[src/rtl/multi_debounce_if.sv]
// Button conditioner bus: raw buttons in, debounced level and strobes out.
// The release and auto-repeat strobes are named release_pulse/repeat_pulse
// because plain "release" and "repeat" are reserved words in SystemVerilog.
interface multi_debounce_if #(
  parameter int N_CH = 5
);
  logic [N_CH-1:0] button;
  logic [N_CH-1:0] level;
  logic [N_CH-1:0] press;
  logic [N_CH-1:0] release_pulse;
  logic [N_CH-1:0] repeat_pulse;
  logic            tick;

  modport master (
    output button,
    input  level, press, release_pulse, repeat_pulse, tick
  );

  modport slave (
    input  button,
    output level, press, release_pulse, repeat_pulse, tick
  );
endinterface

[src/rtl/multi_debounce.sv]
// N-channel pushbutton conditioner: 2-flop synchroniser, tick-sampled
// stability counter per channel, registered press/release strobes and an
// optional hold-to-auto-repeat strobe.
module multi_debounce #(
  parameter int CLK_HZ       = 100_000_000,
  parameter int SAMPLE_HZ    = 100,
  parameter int N_CH         = 5,
  parameter int STABLE_CNT   = 3,
  parameter int REPEAT_DELAY = 50,
  parameter int REPEAT_RATE  = 10
) (
  input  logic                clock,
  input  logic                reset,
  multi_debounce_if.slave     bus
);

  localparam int TICK_DIV = CLK_HZ / SAMPLE_HZ;
  localparam int TW       = $clog2(TICK_DIV);
  localparam logic [TW-1:0] TICK_LAST = TW'(TICK_DIV - 1);

  // Stability counter only ever holds 0..STABLE_CNT-1.
  localparam int SW = (STABLE_CNT > 1) ? $clog2(STABLE_CNT) : 1;
  localparam logic [SW-1:0] STAB_LAST = SW'(STABLE_CNT - 1);

  logic [TW-1:0]   tick_cnt;
  logic            tick;
  logic [N_CH-1:0] sync_a;
  logic [N_CH-1:0] sync_b;
  logic [N_CH-1:0] level_r;
  logic [N_CH-1:0] level_next;
  logic [N_CH-1:0] toggle;
  logic [N_CH-1:0] press_r;
  logic [N_CH-1:0] release_r;
  logic [N_CH-1:0] repeat_r;
  logic [SW-1:0]   stab [N_CH];

  // Shared sample-rate divider; tick is high for the last count of each period.
  always_ff @(posedge clock or posedge reset) begin
    if (reset) begin
      tick_cnt <= '0;
    end else if (tick_cnt == TICK_LAST) begin
      tick_cnt <= '0;
    end else begin
      tick_cnt <= tick_cnt + 1'b1;
    end
  end

  assign tick = (tick_cnt == TICK_LAST);

  // Two-flop synchroniser for the asynchronous button pins.
  always_ff @(posedge clock or posedge reset) begin
    if (reset) begin
      sync_a <= '0;
      sync_b <= '0;
    end else begin
      sync_a <= bus.button;
      sync_b <= sync_a;
    end
  end

  // A channel flips when the final disagreeing sample of a qualifying run arrives.
  always_comb begin
    toggle = '0;
    for (int ch = 0; ch < N_CH; ch++) begin
      toggle[ch] = tick && (sync_b[ch] != level_r[ch]) && (stab[ch] == STAB_LAST);
    end
    level_next = level_r ^ toggle;
  end

  // Level, edge strobes and stability counters; any agreeing sample restarts qualification.
  always_ff @(posedge clock or posedge reset) begin
    if (reset) begin
      level_r   <= '0;
      press_r   <= '0;
      release_r <= '0;
      for (int ch = 0; ch < N_CH; ch++) begin
        stab[ch] <= '0;
      end
    end else begin
      level_r   <= level_next;
      press_r   <= toggle & level_next;
      release_r <= toggle & ~level_next;
      for (int ch = 0; ch < N_CH; ch++) begin
        if (tick) begin
          if (sync_b[ch] == level_r[ch]) begin
            stab[ch] <= '0;
          end else if (stab[ch] == STAB_LAST) begin
            stab[ch] <= '0;
          end else begin
            stab[ch] <= stab[ch] + 1'b1;
          end
        end
      end
    end
  end

  generate
    if (REPEAT_DELAY > 0) begin : g_repeat
      // hold_cnt runs 0..DELAY+RATE-1 and reloads to DELAY, so it never wraps.
      localparam int HW = $clog2(REPEAT_DELAY + REPEAT_RATE);
      localparam logic [HW-1:0] HOLD_FIRST  = HW'(REPEAT_DELAY);
      localparam logic [HW-1:0] HOLD_RELOAD = HW'(REPEAT_DELAY + REPEAT_RATE - 1);

      logic [HW-1:0] hold_cnt [N_CH];

      // Count held ticks (not the press tick itself) and strobe at DELAY, then every RATE.
      always_ff @(posedge clock or posedge reset) begin
        if (reset) begin
          repeat_r <= '0;
          for (int ch = 0; ch < N_CH; ch++) begin
            hold_cnt[ch] <= '0;
          end
        end else begin
          for (int ch = 0; ch < N_CH; ch++) begin
            if (!level_next[ch]) begin
              hold_cnt[ch] <= '0;
              repeat_r[ch] <= 1'b0;
            end else if (tick && level_r[ch]) begin
              if (hold_cnt[ch] == HOLD_RELOAD) begin
                hold_cnt[ch] <= HOLD_FIRST;
                repeat_r[ch] <= 1'b1;
              end else begin
                hold_cnt[ch] <= hold_cnt[ch] + 1'b1;
                repeat_r[ch] <= ((hold_cnt[ch] + 1'b1) == HOLD_FIRST);
              end
            end else begin
              repeat_r[ch] <= 1'b0;
            end
          end
        end
      end
    end else begin : g_no_repeat
      assign repeat_r = '0;
    end
  endgenerate

  assign bus.level         = level_r;
  assign bus.press         = press_r;
  assign bus.release_pulse = release_r;
  assign bus.repeat_pulse  = repeat_r;
  assign bus.tick          = tick;

endmodule

[src/flat_wrapper.sv]
// flat-port wrapper written by rule: the top's interface ports become plain ports
module multi_debounce_flat 
#(
  parameter int CLK_HZ       = 100_000_000,
  parameter int SAMPLE_HZ    = 100,
  parameter int N_CH         = 5,
  parameter int STABLE_CNT   = 3,
  parameter int REPEAT_DELAY = 50,
  parameter int REPEAT_RATE  = 10
)
  (clock, reset, bus_button, bus_level, bus_press, bus_release_pulse, bus_repeat_pulse, bus_tick);
  multi_debounce_if #(.N_CH(N_CH)) bus_i ();
  input  logic clock;
  input  logic reset;
  input wire logic [$bits(bus_i.button)-1:0] bus_button;
  output wire logic [$bits(bus_i.level)-1:0] bus_level;
  output wire logic [$bits(bus_i.press)-1:0] bus_press;
  output wire logic [$bits(bus_i.release_pulse)-1:0] bus_release_pulse;
  output wire logic [$bits(bus_i.repeat_pulse)-1:0] bus_repeat_pulse;
  output wire logic [$bits(bus_i.tick)-1:0] bus_tick;
  assign bus_i.button = bus_button;
  assign bus_level = bus_i.level;
  assign bus_press = bus_i.press;
  assign bus_release_pulse = bus_i.release_pulse;
  assign bus_repeat_pulse = bus_i.repeat_pulse;
  assign bus_tick = bus_i.tick;
  multi_debounce #(.CLK_HZ(CLK_HZ), .SAMPLE_HZ(SAMPLE_HZ), .N_CH(N_CH), .STABLE_CNT(STABLE_CNT), .REPEAT_DELAY(REPEAT_DELAY), .REPEAT_RATE(REPEAT_RATE)) u_core (.clock(clock), .reset(reset), .bus(bus_i));
endmodule
[config.mk]
export PLATFORM = sky130hd
export DESIGN_NAME = multi_debounce_flat
export DESIGN_NICKNAME = d
export VERILOG_FILES = /design/src/rtl/multi_debounce_if.sv /design/src/rtl/multi_debounce.sv /design/src/flat_wrapper.sv
export SDC_FILE = /design/constraint.sdc
export NUM_CORES = 1
export LEC_CHECK = 0
export CAP_MARGIN = 10
export CORE_ASPECT_RATIO = 0.9
export CORE_MARGIN = 8
export CORE_UTILIZATION = 54
export CTS_CLUSTER_SIZE = 10
export DETAILED_ROUTE_END_ITERATION = 12
export PLACE_DENSITY_LB_ADDON = 0.05
export SLEW_MARGIN = 20
export SYNTH_ARGS = -nofsm -noshare
export SYNTH_HDL_FRONTEND = slang
export SYNTH_SLANG_ARGS = --single-unit
[constraint.sdc]
create_clock -name clock -period 3.8 [get_ports clock]
set_input_delay 0.38 -clock clock [delete_from_list [all_inputs] [get_ports clock]]
set_output_delay 0.38 -clock clock [all_outputs]
set_load 0.02 [all_outputs]
==> results.md <==
* WL met3 at 384 µm
* Wirelength per Cell at around 15 µm
* Num Clock Sinks at 90
* Layout cells sized above 1 at under 10%
* Setup slack, reg-to-reg at between 0.5 and 0.6 ns
* Worst skew pair latency at around 0.36 ns
* FILL cells at between 600 and 700
* Worst EP required at 3.42 ns
* Number of max-cap violations at 0
* Rel. slew slack at a little over two fifths
* Area of the mapped netlist at approximately 4300 µm²
* Largest net degree at the start of global routing at 53
* Dpl hpwl at 5560 µm
* Reg2Reg Depth at 7
* Bufs on Longest Clock Path at 2
* Vias per cell at approximately 5.6
* P&R area growth vs syn at 13.2%
* Routed Antenna Nets at 0
* Worst setup EP type: output pin
* Worst Max-Slew Pin Slew at 0.852 ns
* End of the worst register-to-register path: u_core.g_repeat.hold_cnt[8]$_DFFE_PP0P_
* Ant diodes at 0
* Root Buffer: clkbuf_8
* DRC at 0
* TritonRoute pass-1 iters at 5
* # nets final at 470
* Initial Utilization at between 50% and 60%
* TNS Setup at 0 ns
* Global-route wire length before repair at 14000 µm
* Min-Delay Path Depth at 0
* CTS clock-pin slew for the worst setup and hold paths at around 0.090 ns
* Crit path DAT at ~3.1 ns
* GRT Residual Overflow at 0
* Main synth FF type: dfrtp_1
* Initial antenna violation count at 0
* Die height at between 100 and 150 µm
* Iter 0 DRT Violations at about 130
* Hold crit path type: register to register
* Crit share post-route at 92.2%
* Cell variety after synth at 47
* Final hold violations at 0
* Slowest cell on crit path: clkdlybuf4s50_1
* TritonCTS Buffers at 9
* Post-CTS Setup Bufs at 0
* Pwr dens at approximately 330 nW/µm²
* Unrepaired setup endpoints after global routing: false
* Status: finished clean
* CP max stage delay at approximately 0.66 ns
* Shortest period the worst path allows at 3.50 ns
* Seq cells post-synth at 90
* Synth warn at 0
* CTS hold repair buffers at 0
* Met1 WL at 3800 µm
* H-tree depth at 3
* Cells after synthesis at slightly above 400
* HP Start: u_core.sync_a[4]$_DFF_PP0_
* Final Skew at about 0.016 ns
* Reg2reg start: u_core.tick_cnt[6]$_DFF_PP0_
* Fmax at about 290 MHz
* Max IR drop VDD at approximately 0.26 mV
* Met2 WL at 3780 µm
* Syn_area_per_cell at approximately 10 µm²
* Die area at about 11000 µm²
* Largest area contributor in the netlist: dfrtp_1
* Synth top area cells: dfrtp_1 52%, ha_1 6.1%, xnor2_1 3.6%
* Hold EP: u_core.sync_b[4]$_DFF_PP0_
* Synth top area share at about 52%
* Static Leakage at roughly 2.0 nW
* Worst setup SP type: register
* Std-Cell Rows at 31
* Port Buffers at 27
* Leading cell type in the layout, fill and taps excluded: dfrtp_1
* Seq/Total Area, Yosys at 52.1%
* Number of global-route vias before repair at 3070
* Gr usage total at around 16%
* CP Max Fanout at 24
* Top layer used by detailed routing: met4
* EDFF count, synth at 0
* Non-Filler Instances at 546
* Total Routed Length at 8030 µm
* Post-Syn Nets at ~440
* Placer Congestion at around 0.84
* Post_cts resized at 0
* CORE AREA at 7910 µm²
* CTS tree: built
* Crit path kind: register to output pin
* Vias at 3078
* DP Cell Count at 530
* Die Width at about 110 µm
* # setup viols final at 0
* Commonest non-fill, non-tap cells in the layout: 90 x dfrtp_1, 33 x nand2_1, 29 x nand3_1
* Fraction of registers with async set/reset at 100%
* Pins Over Slew Limit at 0
* I/O pins at 28
* Cell Chain, Critical Path: or4_1, nor4_4, nand2_1, clkinv_1, clkdlybuf4s50_1
==> Yosys cell counts (2+ instances only) <==
| cell type | n |
|---|---|
| a2111oi_0 | 2 |
| a211oi_1 | 4 |
| a21oi_1 | 20 |
| a22o_1 | 5 |
| a31o_2 | 4 |
| a31oi_1 | 5 |
| and3_1 | 6 |
| and4_1 | 2 |
| clkbuf_1 | 12 |
| dfrtp_1 | 90 |
| ha_1 | 21 |
| inv_1 | 16 |
| mux2_2 | 5 |
| nand2_1 | 33 |
| nand3_1 | 29 |
| nand3b_1 | 2 |
| nand4_1 | 13 |
| nand4b_1 | 2 |
| nor2_1 | 25 |
| nor2b_1 | 2 |
| nor3_1 | 13 |
| nor3b_1 | 6 |
| nor4_1 | 6 |
| nor4b_1 | 6 |
| o21ai_0 | 14 |
| or3_1 | 16 |
| or3b_1 | 3 |
| xnor2_1 | 18 |
| xor2_1 | 15 |
==> per-stage QoR <==
step	hold WS (ns)	cell area (µm²)	setup slack (ns)	util [%]	total power, mW
after detailed placement	0.336	4700	0.575	59.4	1.01
after CTS	0.357	4890	0.277	61.8	1.66
final	0.354	4890	0.297	61.8	1.64
after global routing	0.361	4890	0.0842	61.8	1.69
after floorplan	0.331	4320	0.860	-	1.00
after global placement	0.336	4700	0.721	59.4	1.01
==> area by class of cell <==
class	instances	area, µm²	area share, %
Sequential cell	90	2250	46.0
Tap cell	99	124	2.53
Timing Repair Buffer	32	308	6.29
Clock buffer	9	124	2.53
Inverter	17	65.1	1.33
Multi-Input combinational cell	292	1950	39.8
Clock inverter	7	70.1	1.43
==> flip-flops by register name, indices dropped and copies added, names as in the netlist <==
register	cells
u_core.bus.level	5
u_core.bus.press	5
u_core.bus.release_pulse	5
u_core.bus.repeat_pulse	5
u_core.g_repeat.hold_cnt	30
u_core.stab	10
u_core.sync_a	5
u_core.sync_b	5
u_core.tick_cnt	20
==> power by group <==
part	switching (mW)	internal [mW]
Combinational	0.0198	0.00857
Sequential	0.00237	0.962
Clock	0.341	0.303
Total	0.363	1.27
==> critical path: cells and delay by family, from the launching register on <==
kind                   cells  cell delay [ns]
and+or+nand+nor            3             1.31
buffers and inverters      2             1.01
DFF                        1             0.44
==> layer usage <==
| metal | vias to the layer above | global-route usage, % |
|---|---|---|
| li1 | 1545 | - |
| met1 | 1484 | 19.8 |
| met2 | 43 | 25.7 |
| met3 | 6 | 4.99 |
| met4 | 0 | 3.89 |
| met5 | - | 0 |
==> worst max path at each step <==
stage,cells past startpoint,slack [ns],from,to
2_1_floorplan,9,0.86,u_core.tick_cnt[6]$_DFF_PP0_,u_core.g_repeat.hold_cnt[26]$_DFFE_PP0P_
3_3_place_gp,7,0.72,u_core.tick_cnt[6]$_DFF_PP0_,u_core.g_repeat.hold_cnt[8]$_DFFE_PP0P_
3_5_place_dp,7,0.57,u_core.tick_cnt[6]$_DFF_PP0_,u_core.g_repeat.hold_cnt[26]$_DFFE_PP0P_
4_1_cts,7,0.28,u_core.tick_cnt[0]$_DFF_PP0_,bus_tick
5_1_grt,7,0.08,u_core.tick_cnt[0]$_DFF_PP0_,bus_tick
6_report,5,0.30,u_core.tick_cnt[6]$_DFF_PP0_,bus_tick
==> cell families after synthesis <==
group | after synthesis | synth area share [%]
xor+xnor | 33 | 6.69
mux | 5 | 1.30
flops | 90 | 52.1
fa+ha+maj | 21 | 6.08
simple gates | 173 | 22.3
compound gates | 60 | 8.68
buf+inv | 31 | 2.81
(Power assumes the default switching activity.)
==> RTL change (same settings) <==
`CLK_HZ` is set to 100_000_000 in 2 places; all go to 200_000_000.
--- a/src/rtl/multi_debounce.sv
+++ b/src/rtl/multi_debounce.sv
@@ -2,7 +2,7 @@
 // stability counter per channel, registered press/release strobes and an
 // optional hold-to-auto-repeat strobe.
 module multi_debounce #(
-  parameter int CLK_HZ       = 100_000_000,
+  parameter int CLK_HZ       = 200_000_000,
   parameter int SAMPLE_HZ    = 100,
   parameter int N_CH         = 5,
   parameter int STABLE_CNT   = 3,
--- a/src/flat_wrapper.sv
+++ b/src/flat_wrapper.sv
@@ -1,7 +1,7 @@
 // flat-port wrapper written by rule: the top's interface ports become plain ports
 module multi_debounce_flat 
 #(
-  parameter int CLK_HZ       = 100_000_000,
+  parameter int CLK_HZ       = 200_000_000,
   parameter int SAMPLE_HZ    = 100,
   parameter int N_CH         = 5,
   parameter int STABLE_CNT   = 3,
Check against the original RTL: no difference found for any inputs over 10 cycles, from zero or initial values and one cycle with reset high; that may be too few to reach the edited logic, so the function may still have changed.
==> RTL change against the unedited design <==
- synthesized area is 0.87% higher
- critical path depth stayed put
- first-iteration DRC count rose by 21%
- total power is 3.3% lower
- via count up 1.9%
- sequential cell count increased by 1
- worst setup slack gained 0.62 ns
- register-to-register slack better by 0.51 ns
- global-route usage shrank 0.59 points
- clock skew decreased by 0.0045 ns
- routed wire length is 0.90% higher
- combinational power down 3%
- cell area grew 0.18%
- maximum frequency grew 21%
==> RTL change: results (changes against the unedited design) <==
INFO  metric synth_xor_area_frac = 0.0643 (-0.00258)
INFO  metric powerSeq = 975 uW (+1%)
INFO  metric area_of_placed_instances = 4720 sq um (+0.51%)
INFO  metric cpPeakStageDelay = 0.64 ns (-0.02 ns)
INFO  metric numPlacedInstances = 529 (-0.19%)
INFO  metric cp_data_arrival_time = 2.50 ns (-0.62 ns)
INFO  metric worst_r2r_path_depth = 8 (+1)
INFO  metric final_cells = 545 (-0.18%)
INFO  metric filler_cell_count = 663 (-2.2%)
INFO  metric synth.cells.most_frequent = sky130_fd_sc_hd__dfrtp_1, sky130_fd_sc_hd__nand2_1, sky130_fd_sc_hd__nor2_1
INFO  metric dr_wl_met2 = 4000 microns (+5.9%)
INFO  metric p_leak = 0.00211 uW (+3.9%)
INFO  metric worst_skew_pair.late_latency = 0.34 ns (-0.02 ns)
INFO  metric layout_cell_share_with_drive_strength_beyond_1 = 0.0830 (+0.00690)
INFO  metric status = complete, no violations
INFO  metric drt-pass1-iter-count = 4 (-1)
INFO  metric global_route_wire_length_before_repair = 14,300 microns (+2.1%)
INFO  metric synth_adder_area_share = 0.0603 (-0.000523)
INFO  metric count_of_different_cell_masters_after_synthesis = 44 (-6.4%)
INFO  metric wirelength_met1 = 3800 microns (about the same)
INFO  metric total_length_of_routed_met3_wires = 234 microns (-39%)
INFO  metric final_nets = 469 (-0.21%)
INFO  metric grt_max_degree = 43 (-19%)
INFO  metric dpl.hpwl = 5630 microns (+1.2%)
INFO  metric place_ws = 1.05 ns (+0.480 ns)
INFO  metric avg_inst_size_synth = 10.6 sq um (+0.87%)
INFO  metric avgRoutedWirePerCell = 14.9 microns (+1.1%)
INFO  metric finalCoreUtilization = 0.616 (-0.00192)
INFO  metric top_registers = u_core.g_repeat.hold_cnt (30), u_core.tick_cnt (21), u_core.stab (10)
INFO  metric slew-limit-headroom = 0.518 (+0.0873)
INFO  metric p_sw = 348 uW (-4.1%)
INFO  metric finClkSkew = 0.0111 ns (-0.00451 ns)
INFO  metric maximum_net_fanout_on_the_critical_path = 9 (-63%)
INFO  metric grt.met1_usage = 0.187 (-0.0108)
-- RTL change: worst paths after layout --
check / start / endpoint / slack, ns
worst max-delay path: u_core.tick_cnt[7]$_DFF_PP0_ / bus_tick / 0.92
worst min-delay path: u_core.sync_a[0]$_DFF_PP0_ / u_core.sync_b[0]$_DFF_PP0_ / 0.36
max in group asynchronous: reset / u_core.g_repeat.hold_cnt[23]$_DFFE_PP0P_ / 2.54
min in group asynchronous: reset / u_core.g_repeat.hold_cnt[26]$_DFFE_PP0P_ / 0.45
worst max register to register: u_core.tick_cnt[7]$_DFF_PP0_ / u_core.g_repeat.hold_cnt[8]$_DFFE_PP0P_ / 1.05
worst min register to register: u_core.sync_a[0]$_DFF_PP0_ / u_core.sync_b[0]$_DFF_PP0_ / 0.36
-- RTL change: final cells by class --
cell class / count / area share
repair buffers: 32 / 0.0628
inverters: 19 / 0.0148
clock buffers: 10 / 0.0281
multi-input cells: 288 / 0.396
flip-flops and latches: 91 / 0.465
clock inverters: 6 / 0.00842
well taps: 99 / 0.0253
